$ cat src/rtl/matrix_scan_scheduler_pkg.sv
// Shared types for the LED matrix scan scheduler: geometry, row/frame storage and scan states.
package matrix_pkg;
   localparam int MATRIX_ROWS = 8;
   localparam int MATRIX_COLS = 8;

   typedef logic [MATRIX_COLS-1:0] row_data_t;
   typedef row_data_t [MATRIX_ROWS-1:0] frame_t;

   typedef enum logic {
      BLANK = 1'b0,
      DRIVE = 1'b1
   } scan_state_e;
endpackage

$ cat src/rtl/matrix_scan_scheduler_if.sv
// Producer/display bus of the matrix scan scheduler; test_mode exists only with MATRIX_SCAN_TEST_EN.
interface matrix_scan_scheduler_if;
   import matrix_pkg::*;

   logic       wr_en;
   logic [2:0] wr_row;
   row_data_t  wr_data;
   logic       swap_req;
   logic       swap_ack;
   logic [3:0] brightness;
   logic [7:0] row;
   row_data_t  col;
   logic       frame_start;
`ifdef MATRIX_SCAN_TEST_EN
   logic       test_mode;

   modport master (output wr_en, wr_row, wr_data, swap_req, brightness, test_mode,
                   input  swap_ack, row, col, frame_start);
   modport slave  (input  wr_en, wr_row, wr_data, swap_req, brightness, test_mode,
                   output swap_ack, row, col, frame_start);
`else
   modport master (output wr_en, wr_row, wr_data, swap_req, brightness,
                   input  swap_ack, row, col, frame_start);
   modport slave  (input  wr_en, wr_row, wr_data, swap_req, brightness,
                   output swap_ack, row, col, frame_start);
`endif
endinterface

$ cat src/rtl/matrix_scan_scheduler_frame_buffer.sv
// Double-buffered 8x8 frame store: writes go to the back bank, reads come from the front bank.
module matrix_frame_buffer
   import matrix_pkg::*;
(
   input  logic       clk,
   input  logic       rst_n,
   input  logic       wr_en_i,
   input  logic [2:0] wr_row_i,
   input  row_data_t  wr_data_i,
   input  logic       swap_i,
   input  logic [2:0] rd_row_i,
   output row_data_t  rd_data_o
);
   frame_t bank_q [2];
   frame_t bank_d [2];
   logic   front_sel_q;
   logic   front_sel_d;
   logic   back_sel_s;

   assign back_sel_s = ~front_sel_q;
   assign rd_data_o  = bank_q[front_sel_q][rd_row_i];

   // Write uses the pre-swap selection, so a write on the swap cycle lands in the new front.
   always_comb begin
      bank_d                       = bank_q;
      bank_d[back_sel_s][wr_row_i] = wr_en_i ? wr_data_i : bank_q[back_sel_s][wr_row_i];
      front_sel_d                  = swap_i ? ~front_sel_q : front_sel_q;
   end

   // Bank and selection registers.
   always_ff @(posedge clk or negedge rst_n) begin
      if (!rst_n) begin
         bank_q[0]   <= '0;
         bank_q[1]   <= '0;
         front_sel_q <= 1'b0;
      end else begin
         bank_q      <= bank_d;
         front_sel_q <= front_sel_d;
      end
   end
endmodule

$ cat src/rtl/matrix_scan_scheduler.sv
// Row scanner with blanking gap, 16-level PWM and frame-aligned buffer swap.
// Optional MATRIX_SCAN_TEST_EN adds test_mode, which lights every column during DRIVE.
module matrix_scan_scheduler
   import matrix_pkg::*;
#(
   parameter int CLK_PER_ROW  = 27000,
   parameter int BLANK_CYCLES = 64,
   parameter int ROWS         = MATRIX_ROWS,
   parameter int COLS         = MATRIX_COLS
) (
   input logic                   clk,
   input logic                   rst_n,
   matrix_scan_scheduler_if.slave bus
);
   localparam int SLOT_W = $clog2(CLK_PER_ROW);
   localparam int RIDX_W = $clog2(ROWS);
   localparam logic [SLOT_W-1:0] SLOT_LAST  = SLOT_W'(CLK_PER_ROW - 1);
   localparam logic [SLOT_W-1:0] BLANK_LAST = SLOT_W'(BLANK_CYCLES - 1);
   localparam logic [RIDX_W-1:0] ROW_LAST   = RIDX_W'(ROWS - 1);

   scan_state_e       state_q, state_d;
   logic [SLOT_W-1:0] slot_q, slot_d;
   logic [RIDX_W-1:0] row_idx_q, row_idx_d;
   logic [3:0]        pwm_q, pwm_d;
   logic [3:0]        bright_q, bright_d;
   logic              pending_q, pending_d;
   logic [ROWS-1:0]   row_q, row_d;
   logic [COLS-1:0]   col_q, col_d;
   logic              frame_start_q, frame_start_d;
   logic              swap_ack_q, swap_ack_d;
   logic              swap_s;
   row_data_t         front_row_s;
   row_data_t         disp_row_s;

   matrix_frame_buffer u_frame_buffer (
      .clk       (clk),
      .rst_n     (rst_n),
      .wr_en_i   (bus.wr_en),
      .wr_row_i  (bus.wr_row),
      .wr_data_i (bus.wr_data),
      .swap_i    (swap_s),
      .rd_row_i  (row_idx_d),
      .rd_data_o (front_row_s)
   );

`ifdef MATRIX_SCAN_TEST_EN
   assign disp_row_s = bus.test_mode ? 8'hFF : front_row_s;
`else
   assign disp_row_s = front_row_s;
`endif

   // Scan FSM, frame boundary handling and next output values.
   always_comb begin
      state_d       = state_q;
      slot_d        = slot_q + SLOT_W'(1);
      row_idx_d     = row_idx_q;
      pwm_d         = pwm_q;
      bright_d      = bright_q;
      pending_d     = pending_q | bus.swap_req;
      swap_s        = 1'b0;
      frame_start_d = 1'b0;
      case (state_q)
         BLANK: begin
            if (slot_q == BLANK_LAST) begin
               state_d = DRIVE;
               pwm_d   = 4'd0;
            end else begin
               state_d = BLANK;
            end
         end
         DRIVE: begin
            pwm_d = pwm_q + 4'd1;
            if (slot_q == SLOT_LAST) begin
               state_d = BLANK;
               slot_d  = '0;
               if (row_idx_q == ROW_LAST) begin
                  // Frame boundary: latch brightness and apply any requested swap.
                  row_idx_d     = '0;
                  frame_start_d = 1'b1;
                  bright_d      = bus.brightness;
                  swap_s        = pending_q | bus.swap_req;
                  pending_d     = 1'b0;
               end else begin
                  row_idx_d = row_idx_q + RIDX_W'(1);
               end
            end else begin
               state_d = DRIVE;
            end
         end
         default: begin
            state_d = BLANK;
         end
      endcase
      swap_ack_d = swap_s;
      row_d      = (state_d == DRIVE) ? (ROWS'(1) << row_idx_d) : '0;
      col_d      = ((state_d == DRIVE) && (pwm_d <= bright_d)) ? disp_row_s : '0;
   end

   // State and registered outputs; row and col update on the same edge.
   always_ff @(posedge clk or negedge rst_n) begin
      if (!rst_n) begin
         state_q       <= BLANK;
         slot_q        <= '0;
         row_idx_q     <= '0;
         pwm_q         <= 4'd0;
         bright_q      <= 4'd15;
         pending_q     <= 1'b0;
         row_q         <= '0;
         col_q         <= '0;
         frame_start_q <= 1'b0;
         swap_ack_q    <= 1'b0;
      end else begin
         state_q       <= state_d;
         slot_q        <= slot_d;
         row_idx_q     <= row_idx_d;
         pwm_q         <= pwm_d;
         bright_q      <= bright_d;
         pending_q     <= pending_d;
         row_q         <= row_d;
         col_q         <= col_d;
         frame_start_q <= frame_start_d;
         swap_ack_q    <= swap_ack_d;
      end
   end

   assign bus.row         = row_q;
   assign bus.col         = col_q;
   assign bus.frame_start = frame_start_q;
   assign bus.swap_ack    = swap_ack_q;
endmodule

$ cat src/flat_wrapper.sv
// flat-port wrapper written by rule: the top's interface ports become plain ports
module matrix_scan_scheduler_flat import matrix_pkg::*;
#(
   parameter int CLK_PER_ROW  = 27000,
   parameter int BLANK_CYCLES = 64,
   parameter int ROWS         = MATRIX_ROWS,
   parameter int COLS         = MATRIX_COLS
)
  (clk, rst_n, bus_wr_en, bus_wr_row, bus_wr_data, bus_swap_req, bus_brightness, bus_swap_ack, bus_row, bus_col, bus_frame_start);
  matrix_scan_scheduler_if bus_i ();
  input logic clk;
  input logic rst_n;
  input wire logic [$bits(bus_i.wr_en)-1:0] bus_wr_en;
  input wire logic [$bits(bus_i.wr_row)-1:0] bus_wr_row;
  input wire logic [$bits(bus_i.wr_data)-1:0] bus_wr_data;
  input wire logic [$bits(bus_i.swap_req)-1:0] bus_swap_req;
  input wire logic [$bits(bus_i.brightness)-1:0] bus_brightness;
  output wire logic [$bits(bus_i.swap_ack)-1:0] bus_swap_ack;
  output wire logic [$bits(bus_i.row)-1:0] bus_row;
  output wire logic [$bits(bus_i.col)-1:0] bus_col;
  output wire logic [$bits(bus_i.frame_start)-1:0] bus_frame_start;
  assign bus_i.wr_en = bus_wr_en;
  assign bus_i.wr_row = bus_wr_row;
  assign bus_i.wr_data = bus_wr_data;
  assign bus_i.swap_req = bus_swap_req;
  assign bus_i.brightness = bus_brightness;
  assign bus_swap_ack = bus_i.swap_ack;
  assign bus_row = bus_i.row;
  assign bus_col = bus_i.col;
  assign bus_frame_start = bus_i.frame_start;
  matrix_scan_scheduler #(.CLK_PER_ROW(CLK_PER_ROW), .BLANK_CYCLES(BLANK_CYCLES), .ROWS(ROWS), .COLS(COLS)) u_core (.clk(clk), .rst_n(rst_n), .bus(bus_i));
endmodule
$ cat config.mk
export PLATFORM = sky130hd
export DESIGN_NAME = matrix_scan_scheduler_flat
export DESIGN_NICKNAME = d
export VERILOG_FILES = /design/src/rtl/matrix_scan_scheduler_pkg.sv /design/src/rtl/matrix_scan_scheduler_if.sv /design/src/rtl/matrix_scan_scheduler_frame_buffer.sv /design/src/rtl/matrix_scan_scheduler.sv /design/src/flat_wrapper.sv
export SDC_FILE = /design/constraint.sdc
export NUM_CORES = 1
export LEC_CHECK = 0
export ABC_AREA = 1
export CORE_UTILIZATION = 64
export CTS_BUF_LIST = sky130_fd_sc_hd__clkbuf_8 sky130_fd_sc_hd__clkbuf_16
export CTS_CLUSTER_DIAMETER = 100
export DETAILED_ROUTE_END_ITERATION = 12
export DONT_BUFFER_PORTS = 1
export PLACE_DENSITY = 0.76
export RECOVER_POWER = 25
export SLEW_MARGIN = 20
export SYNTH_ARGS = -nofsm -noshare
export SYNTH_HDL_FRONTEND = slang
export SYNTH_SLANG_ARGS = --single-unit
$ cat constraint.sdc
create_clock -name clk -period 3.25 [get_ports clk]
set_input_delay 0.975 -clock clk [delete_from_list [all_inputs] [get_ports clk]]
set_output_delay 0.975 -clock clk [all_outputs]
set_load 0.01 [all_outputs]
; Word-level counts from Yosys, hierarchy flattened
; Index checks and enable logic that the tools add are counted.
[op_classes]
muxes = 40
div = 0
shift = 1
magnitude_cmp = 7
n_eq_ne = 3
add_sub_neg = 3
n_reduce_logical = 3
bitwise_logic = 5
mul = 0
[ops]
columns = op, n
row1 = $mux 64, 7
row2 = $bwmux 128, 1
row3 = $demux 64 s1, 1
row4 = $bmux 8 s3, 2
row5 = $mux 8, 6
row6 = $mux 15, 2
row7 = $demux 8 s3, 1
row8 = $mux 4, 4
row9 = $add 15x1->15 const B, 1
row10 = $eq 15x15->1 const B, 1
row11 = $eq 15x6->1 const B, 1
row12 = $mux 1, 11
row13 = $mux 3, 3
row14 = $lt 3x4->1 const B, 2
row15 = $pmux 4 s2, 1
row16 = $shl 1x3->8 const A, 1
row17 = $add 4x1->4 const B, 1
row18 = $ge 2x2->1 const B, 2
row19 = $le 4x4->1, 1
row20 = $not 1->2, 2
row21 = $add 3x1->3 const B, 1
row22 = $eq 3x3->1 const B, 1
row23 = $ge 3x1->1 const B, 1
row24 = $logic_and 1x1->1, 3
row25 = other kinds (4), 5
[totals]
rom_bits = 0
ram_bits = 0
in_bits = 19
output_inout_bits = 18
memories = 0
regBits = 175
latchBits = 0

; Depth between registers and ports, before layout
[depth]
word_depth = 9
ltp_mapped = 19
depth_no_buf = 19

; Modules after synthesis
; From an unflattened synthesis, not the netlist that was laid out.
[hier_totals]
hier_cells = 1416
area_unflattened_um2 = 10047.1
[modules_own_cells]
columns = mod, area_per_inst_um2, cells_per_inst, instances
row1 = matrix_frame_buffer, 7878.8, 1165, 1
row2 = matrix_scan_scheduler, 2168.3, 251, 1

; Least setup slack after synthesis
; OpenSTA, ideal clock, no wires.
[synth_path]
path_type = register -> register
start = reg u_core.slot_q[0]
end = reg u_core.col_q[0], in the netlist u_core.bus.col[0]
arrival_ns = 2.368
stages_incl_launch_ff = 19
setup_ns = 0.072
setup_slack_ns = 0.810
path_buffers = 0
cell_sequence = dfrtp_1 > ha_1 > nand2_1 > inv_1 > nand2_1 > nor2_1 > nand2_2 > nor2_2 > nand2_1 > nand2_1 > inv_1 > ha_1 > inv_1 > nor2_1 > o21ai_0 > a32oi_1 > nor2_1 > nand2_1 > nor2_1
[synth_between]
elab_chain_len = 6
word_cells_on_any_way = 16
cone_classes = order compare: 1 / eq/ne: 2 / mux: 12 / reduce/logical: 1
[synth_lines]
columns = item, line_no
row1 = "start, declared", matrix_scan_scheduler.sv:22  ; logic [SLOT_W-1:0] slot_q, slot_d;
row2 = "start signal, assigned", matrix_scan_scheduler.sv:114  ; slot_q <= slot_d;
row3 = $eq 15x15->1, matrix_scan_scheduler.sv:73  ; if (slot_q == SLOT_LAST) begin
row4 = $mux 4, matrix_scan_scheduler.sv:73
row5 = $mux 4, matrix_scan_scheduler.sv:62  ; case (state_q)
row6 = via u_core.bright_d[1], matrix_scan_scheduler.sv:25  ; logic [3:0] bright_q, bright_d;
row7 = $le 4x4->1, matrix_scan_scheduler.sv:96  ; col_d = ((state_d == DRIVE) && (pwm_d <= bright_d)) ? disp_row_s : '0;
row8 = $logic_and 1x1->1, matrix_scan_scheduler.sv:96
row9 = $mux 8, matrix_scan_scheduler.sv:96
row10 = via u_core.col_d[0], matrix_scan_scheduler.sv:28  ; logic [COLS-1:0] col_q, col_d;
row11 = "end signal, assigned", matrix_scan_scheduler.sv:120  ; col_q <= col_d;
row12 = "end, declared", matrix_scan_scheduler.sv:28
; The timed path passes the listed nets, and every way through them passes these cells. The select of a mux whose other input is x is not followed.
; A chain may end at the register's enable or synchronous reset.

; Worst setup path in the final report
[layout_path]
start = reg u_core.slot_q[0]
end = reg u_core.col_q[4], in the netlist u_core.bus.col[4]
; Same word-level chain as after synthesis.

==> impl_metrics.sql <==
INSERT INTO impl_metrics (metric_group, metric, value, unit) VALUES
('outcome', 'status', 'finished clean', ''),
('floorplanning', 'fp.dieH', '127', 'um'),
('critical_path', 'worst-path-max-fanout', '8', ''),
('clocking', 'post_cts_resize_count', '0', ''),
('synthesis', 'synthesis.nets', '1379', ''),
('synthesis', 'synth_edf_count', '0', ''),
('timing', 'timing.clock.skew', '0.0107', 'ns'),
('clocking', 'clock_insertion_delay_worst_skew', '0.44', 'ns'),
('critical_path', 'r2r_slack', '0.31', 'ns'),
('drt', 'drt_first_iter_violations', '1166', ''),
('timing', 'maxSlewHeadroom', '0.470', ''),
('power', 'vdd_drop_max', '423', 'uV'),
('synthesis', 'most_frequent_cell_after_synthesis', 'sky130_fd_sc_hd__nand2_1', ''),
('drt', 'detailedRoute.firstPassIterationCount', '8', ''),
('critical_path', 'r2r_cells', '19', ''),
('power', 'combinationalPowerShare', '0.187', ''),
('power', 'internal_power', '0.00409', 'W'),
('place', 'place_hpwl', '18600', 'um'),
('floorplanning', 'die_footprint', '16100', 'sq um'),
('clocking', 'tritoncts', 'done', ''),
('synthesis', 'post_synth_top_cells', '468 x sky130_fd_sc_hd__nand2_1, 171 x sky130_fd_sc_hd__dfrtp_1, 144 x sky130_fd_sc_hd__o21ai_0, 116 x sky130_fd_sc_hd__nand3_1, 102 x sky130_fd_sc_hd__inv_1', ''),
('grt', 'global_route.overflow_total', '0', ''),
('grt', 'vias_in_the_first_global_route', '8516', ''),
('floorplanning', 'num_io_pins', '37', ''),
('critical_path', 'cp-end-kind', 'register', ''),
('synthesis', 'syn-mean-instance-area', '7.41', 'sq um'),
('critical_path', 'criticalPathCategory', 'reg -> reg', ''),
('timing', 'post-route-period-util', '0.906', ''),
('finish', 'nNetsFinal', '1334', ''),
('power', 'fraction_of_power_spent_switching_nets', '0.313', ''),
('finish', 'layout_cell_share_with_drive_strength_beyond_1', '0.0894', ''),
('power', 'report.power.total', '0.00595', 'W'),
('timing', 'final-max-slew-violation-count', '0', ''),
('power', 'pwr-share-seq', '0.466', ''),
('power', 'p_clk_frac', '0.347', ''),
('clocking', 'cts.htree.levels', '4', ''),
('clocking', 'cts_root_buffer', 'sky130_fd_sc_hd__clkbuf_16', ''),
('synthesis', 'number_of_warnings_printed_during_yosys_synthesis', '0', ''),
('floorplanning', 'rows', '45', ''),
('power', 'power_density', '565', 'nW/um^2'),
('clocking', 'cts_inserted_buffers', '17', ''),
('power', 'static-leakage-power', '5.31', 'nW'),
('grt', 'gr-usage-all-layers', '0.368', ''),
('drt', 'routed_wirelength', '28100', 'um'),
('timing', 'timing_worst_slew_pin_value', '0.796', 'ns'),
('synthesis', 'most_area_consuming_cells_after_synthesis', 'sky130_fd_sc_hd__dfrtp_1 43%, sky130_fd_sc_hd__nand2_1 18%, sky130_fd_sc_hd__o21ai_0 7.2%', ''),
('place', 'gpl.final_weighted_congestion', '0.994', ''),
('timing', 'totalNegativeSetupSlack', '0', 'ns'),
('synthesis', 'synth_area', '10000', 'sq um'),
('critical_path', 'worst_r2r_endpoint', 'u_core.bus.col[4]$_DFF_PN0_', ''),
('drt', 'antenna_left', '0', ''),
('grt', 'antenna_violations_before_repair', '1', ''),
('hold_path', 'min_path_type', 'in -> async', ''),
('job', 'cap_violations', '0', ''),
('synthesis', 'async_reset_ff_frac', '1.00', ''),
('timing', 'setup_repair_after_global_routing_missed_its_margin', 'no', ''),
('timing', 'final_setup_viols', '0', ''),
('timing', 'final_hold_viol_count', '0', ''),
('drt', 'routedWlPerCell', '18.3', 'um'),
('timing', 'final_period_minus_worst_setup_slack', '2.94', 'ns'),
('synthesis', 'most_used_flip_flop_cell_after_synthesis', 'sky130_fd_sc_hd__dfrtp_1', ''),
('place', 'placed_cells', '1499', ''),
('finish', 'instances_no_fill', '1533', ''),
('timing', 'timing.fmax', '340', 'MHz'),
('finish', 'final_util', '0.690', ''),
('floorplanning', 'core_area', '15300', 'sq um'),
('clocking', 'cts.path.max_buffers', '2', ''),
('critical_path', 'worst-endpoint-required', '3.61', 'ns'),
('critical_path', 'worst_setup_path_start_kind', 'register', ''),
('critical_path', 'cp.arrival', '3.31', 'ns'),
('clocking', 'cts_num_sinks', '175', '');
cell families after synthesis:
kind of cell,synth area share
DFF,0.438
adders and majority gates,0.0100
AOI/OAI and AO/OA,0.121
xor gates and xnor gates,0.00437
buffers and inverters,0.0909
muxes,0.0200
and+or+nand+nor,0.316
stage by stage:
stage	instance area [sq um]	worst slack (ns)	hold WS, ns
5_1_grt	10500	0.0333	0.221
6_report	10500	0.305	0.234
3_5_place_dp	9930	0.409	0.447
4_1_cts	10500	0.326	0.226
2_1_floorplan	10000	0.810	0.423
3_3_place_gp	9930	0.488	0.436
worst max-delay path, cell delays in order, from the launching register on:
cell and delay [ns]:
sky130_fd_sc_hd__dfrtp_1 0.37, sky130_fd_sc_hd__ha_1 0.18, sky130_fd_sc_hd__nand2_1 0.08, sky130_fd_sc_hd__inv_1 0.10
sky130_fd_sc_hd__nand2_1 0.07, sky130_fd_sc_hd__nor2_1 0.19, sky130_fd_sc_hd__nand2_2 0.13, sky130_fd_sc_hd__nor2_2 0.26
sky130_fd_sc_hd__inv_2 0.12, sky130_fd_sc_hd__nand2_1 0.07, sky130_fd_sc_hd__nand2_1 0.07, sky130_fd_sc_hd__inv_1 0.06
sky130_fd_sc_hd__ha_1 0.23, sky130_fd_sc_hd__inv_1 0.06, sky130_fd_sc_hd__nor2_1 0.03, sky130_fd_sc_hd__o21ai_0 0.14
sky130_fd_sc_hd__a32oi_1 0.08, sky130_fd_sc_hd__nor2_1 0.41, sky130_fd_sc_hd__nand2_1 0.10, sky130_fd_sc_hd__nor2_1 0.12
routing by layer:
| layer | routed length, um | GRT usage |
|---|---|---|
| met1 | 11600 | 0.499 |
| met2 | 12500 | 0.565 |
| met3 | 3130 | 0.0997 |
| met4 | 879 | 0.144 |
| met5 | 0 | 0 |
flip-flops by register name, indices dropped and copies added, names as in the netlist, 3 cells and up:
register,count
u_core.bus.row,8
u_core.slot_q,15
u_core.row_idx_q,3
u_core.bus.col,8
u_core.u_frame_buffer.bank_q,128
u_core.pwm_q,4
u_core.bright_q,4
worst max path at each step:
stage | from | end | cells past startpoint
2_1_floorplan | u_core.slot_q[0]$_DFF_PN0_ | u_core.bus.col[0]$_DFF_PN0_ | 18
3_3_place_gp | u_core.slot_q[0]$_DFF_PN0_ | u_core.bus.col[2]$_DFF_PN0_ | 17
3_5_place_dp | u_core.slot_q[0]$_DFF_PN0_ | u_core.bus.col[6]$_DFF_PN0_ | 19
4_1_cts | u_core.slot_q[0]$_DFF_PN0_ | u_core.bus.col[3]$_DFF_PN0_ | 19
5_1_grt | u_core.slot_q[0]$_DFF_PN0_ | u_core.bus.col[4]$_DFF_PN0_ | 19
6_report | u_core.slot_q[0]$_DFF_PN0_ | u_core.bus.col[4]$_DFF_PN0_ | 19
power by group through the flow:
| stage | logic (W) | clock network, W | registers [W] |
|---|---|---|---|
| 2_1_floorplan | 0.000833 | 0 | 0.00273 |
| 3_3_place_gp | 0.00104 | 0 | 0.00279 |
| 3_5_place_dp | 0.00107 | 0 | 0.00280 |
| 4_1_cts | 0.00108 | 0.00208 | 0.00276 |
| 5_1_grt | 0.00125 | 0.00217 | 0.00281 |
| 6_report | 0.00111 | 0.00206 | 0.00277 |
placed cells by master (no fill, tap or decap), types with 3 or more instances in the layout:
cell type / netlist / layout
sky130_fd_sc_hd__nor3_1: 5 / 5
sky130_fd_sc_hd__o22ai_1: 10 / 10
sky130_fd_sc_hd__inv_1: 102 / 104
sky130_fd_sc_hd__nor2_1: 76 / 76
sky130_fd_sc_hd__nand3_2: 14 / 14
sky130_fd_sc_hd__nand3_1: 116 / 116
sky130_fd_sc_hd__dfstp_2: 4 / 4
sky130_fd_sc_hd__dfrtp_1: 171 / 170
sky130_fd_sc_hd__a21oi_1: 25 / 25
sky130_fd_sc_hd__o21ai_0: 144 / 144
sky130_fd_sc_hd__nor2_2: 10 / 10
sky130_fd_sc_hd__inv_6: 0 / 3
sky130_fd_sc_hd__xor2_1: 5 / 5
sky130_fd_sc_hd__nor2_4: 10 / 10
sky130_fd_sc_hd__inv_2: 5 / 5
sky130_fd_sc_hd__o211ai_1: 4 / 4
sky130_fd_sc_hd__or2_2: 8 / 8
sky130_fd_sc_hd__nand2_1: 468 / 468
sky130_fd_sc_hd__a22oi_1: 3 / 3
sky130_fd_sc_hd__buf_4: 8 / 14
sky130_fd_sc_hd__mux2i_1: 20 / 20
sky130_fd_sc_hd__ha_1: 8 / 8
sky130_fd_sc_hd__clkinv_1: 3 / 3
sky130_fd_sc_hd__o221ai_1: 4 / 4
sky130_fd_sc_hd__clkinv_4: 0 / 3
sky130_fd_sc_hd__clkbuf_16: 0 / 17
sky130_fd_sc_hd__o21ai_1: 29 / 29
sky130_fd_sc_hd__nand4_2: 3 / 3
sky130_fd_sc_hd__nand2_2: 10 / 10
cell type report:
type / count / area, sq um
well taps: 211 / 264
diodes: 2 / 5.00
clock buffers: 19 / 453
repair buffers: 16 / 145
clock inverters: 13 / 138
fillers: 1305 / 4730
multi-input cells: 986 / 4720
flip-flops and latches: 175 / 4390
inverters: 111 / 419
No activity file was read; power rests on OpenSTA's default activity.
==> RTL edit: new RTL, config.mk and constraints unchanged <==
Change the package constant `MATRIX_COLS` from 8 to 4.
--- a/src/rtl/matrix_scan_scheduler_pkg.sv
+++ b/src/rtl/matrix_scan_scheduler_pkg.sv
@@ -2,5 +2,5 @@
 package matrix_pkg;
    localparam int MATRIX_ROWS = 8;
-   localparam int MATRIX_COLS = 8;
+   localparam int MATRIX_COLS = 4;
 
    typedef logic [MATRIX_COLS-1:0] row_data_t;
Interface: changed (resized bus_col and bus_wr_data); port bits go from 37 to 29. No check against the original RTL was run, so the function may have changed too.
==> RTL edit against the original RTL <==
Routed wire length decreased by 55%. Synthesized area fell by 43%. Power is 51% lower. Final area fell by 44%. Clock skew decreased by 2.0 ps. Sequential cell count fell by 68. Count of clock-buffer cells in the layout fell by 10. Setup slack improved by 100 ps. Critical endpoint is now u_core.bus.col[1].
==> RTL edit: results (changes against the original RTL) <==
{
  "detailed_routing": {
    "firstDrtPassIters": {"value": 5, "change": "-3"},
    "vias": {"value": 4935, "change": "-45%"},
    "met1Wirelength": {"value": 5470, "unit": "um", "change": "-53%"},
    "route.final.wire_length": {"value": 12600, "unit": "um", "change": "-55%"},
    "met2RoutedLength": {"value": 6170, "unit": "um", "change": "-51%"},
    "detailroute.wirelength.met3": {"value": 732, "unit": "um", "change": "-77%"}
  },
  "timing": {
    "tightest_slew": {"value": 785, "unit": "ps", "change": "-10.3 ps"},
    "fin_skew": {"value": 8.68, "unit": "ps", "change": "-1.97 ps"}
  },
  "final_layout": {
    "layout.non_clock_inverters": {"value": 80, "change": "-28%"},
    "clock_cell_area_share": {"value": 3.09, "unit": "%", "change": "-2.5 points"},
    "layout.comb_gates.multi_input": {"value": 544, "change": "-45%"},
    "num-fill-cells": {"value": 764, "change": "-41%"},
    "flops_and_latches": {"value": 107, "change": "-39%"},
    "post_route_cells_drive_above_1_share": {"value": 6.14, "unit": "%", "change": "-2.8 points"},
    "fraction_of_area_in_multi_input_gates": {"value": 43.8, "unit": "%", "change": "-1.0 points"},
    "largest_class": "registers",
    "final-nonclk-buf-share": {"value": 0.254, "unit": "%", "change": "-1.1 points"},
    "antenna-diode-count": {"value": 0, "change": "-2"}
  },
  "placed_design": {
    "detailedPlace.worstSlack": {"value": 429, "unit": "ps", "change": "+20.1 ps"},
    "post_dp_cell_area": {"value": 5720, "unit": "um^2", "change": "-42%"},
    "gp_congestion": {"value": 0.901, "change": "-9.4%"},
    "dp_hpwl": {"value": 8830, "unit": "um", "change": "-52%"}
  },
  "grt": {
    "initial_antenna_violation_count": {"value": 0, "change": "-1"},
    "gr-usage-all-layers": {"value": 27.9, "unit": "%", "change": "-8.9 points"},
    "pin_count_of_the_biggest_net_entering_global_routing": {"value": 108, "change": "-39%"}
  },
  "status": {
    "outcome": "complete, no violations"
  },
  "power": {
    "worst_ir_drop_vdd": {"value": 0.304, "unit": "mV", "change": "-28%"}
  },
  "synthesis": {
    "synthCells": {"value": 761, "change": "-44%"},
    "mappedNetlistNets": {"value": 784, "change": "-43%"},
    "synth_seq_area_share": {"value": 46.7, "unit": "%", "change": "+2.9 points"}
  },
  "worst_setup_path": {
    "cp_max_fo": {"value": 5, "change": "-3"},
    "critPathSlowestCell": "dfrtp_1"
  }
}
## RTL edit: cell types whose count changed in the layout (fill, tap and decap cells not counted), moves of 17 or more
cell / before / now
clkbuf_16: 17 / 0
o21ai_1: 29 / 2
inv_1: 104 / 71
o21ai_0: 144 / 107
nand2_1: 468 / 226
nand3_1: 116 / 42
dfrtp_1: 170 / 102
## RTL edit: logic make-up (layout without fill, tap and decap cells)
| logic type | Yosys count | in the layout | synth area share (%) |
|---|---|---|---|
| flip-flops | 107 | 107 | 46.7 |
| buffers and inverters | 110 | 98 | 8.28 |
| multiplexers | 11 | 11 | 1.92 |
| adder cells (fa/ha/maj) | 8 | 8 | 1.74 |
| AND/OR/NAND/NOR | 377 | 377 | 27.5 |
| XOR/XNOR | 4 | 4 | 0.610 |
| AO/OA/AOI/OAI | 144 | 144 | 13.2 |
## RTL edit: worst paths after layout
kind	start	endpoint	slack [ps]	cells after the start
worst max register to register	u_core.slot_q[0]	u_core.bus.col[1]	410	15
worst min register to register	u_core.slot_q[0]	u_core.slot_q[0]	460	1
worst max-delay path	u_core.slot_q[0]	u_core.bus.col[1]	410	15
min in group clk	u_core.slot_q[0]	u_core.slot_q[0]	460	1
max in group asynchronous	rst_n	u_core.bright_q[0]	2770	0
worst min-delay path	rst_n	u_core.slot_q[7]	290	0
## RTL edit: power by group through the flow
stage | registers, mW | clock network [mW] | logic, mW
final | 1.64 | 0.769 | 0.481
after detailed placement | 1.66 | 0 | 0.476
after global routing | 1.66 | 0.825 | 0.557
after global placement | 1.65 | 0 | 0.460
after CTS | 1.64 | 0.786 | 0.477
after floorplan | 1.61 | 0 | 0.389
## RTL edit: metal layers
layer / GRT usage, % / up-vias
li1: - / 2409
met1: 36.6 / 2341
met2: 47.3 / 159
met3: 4.84 / 26
met4: 8.73 / 0
met5: 0 / -
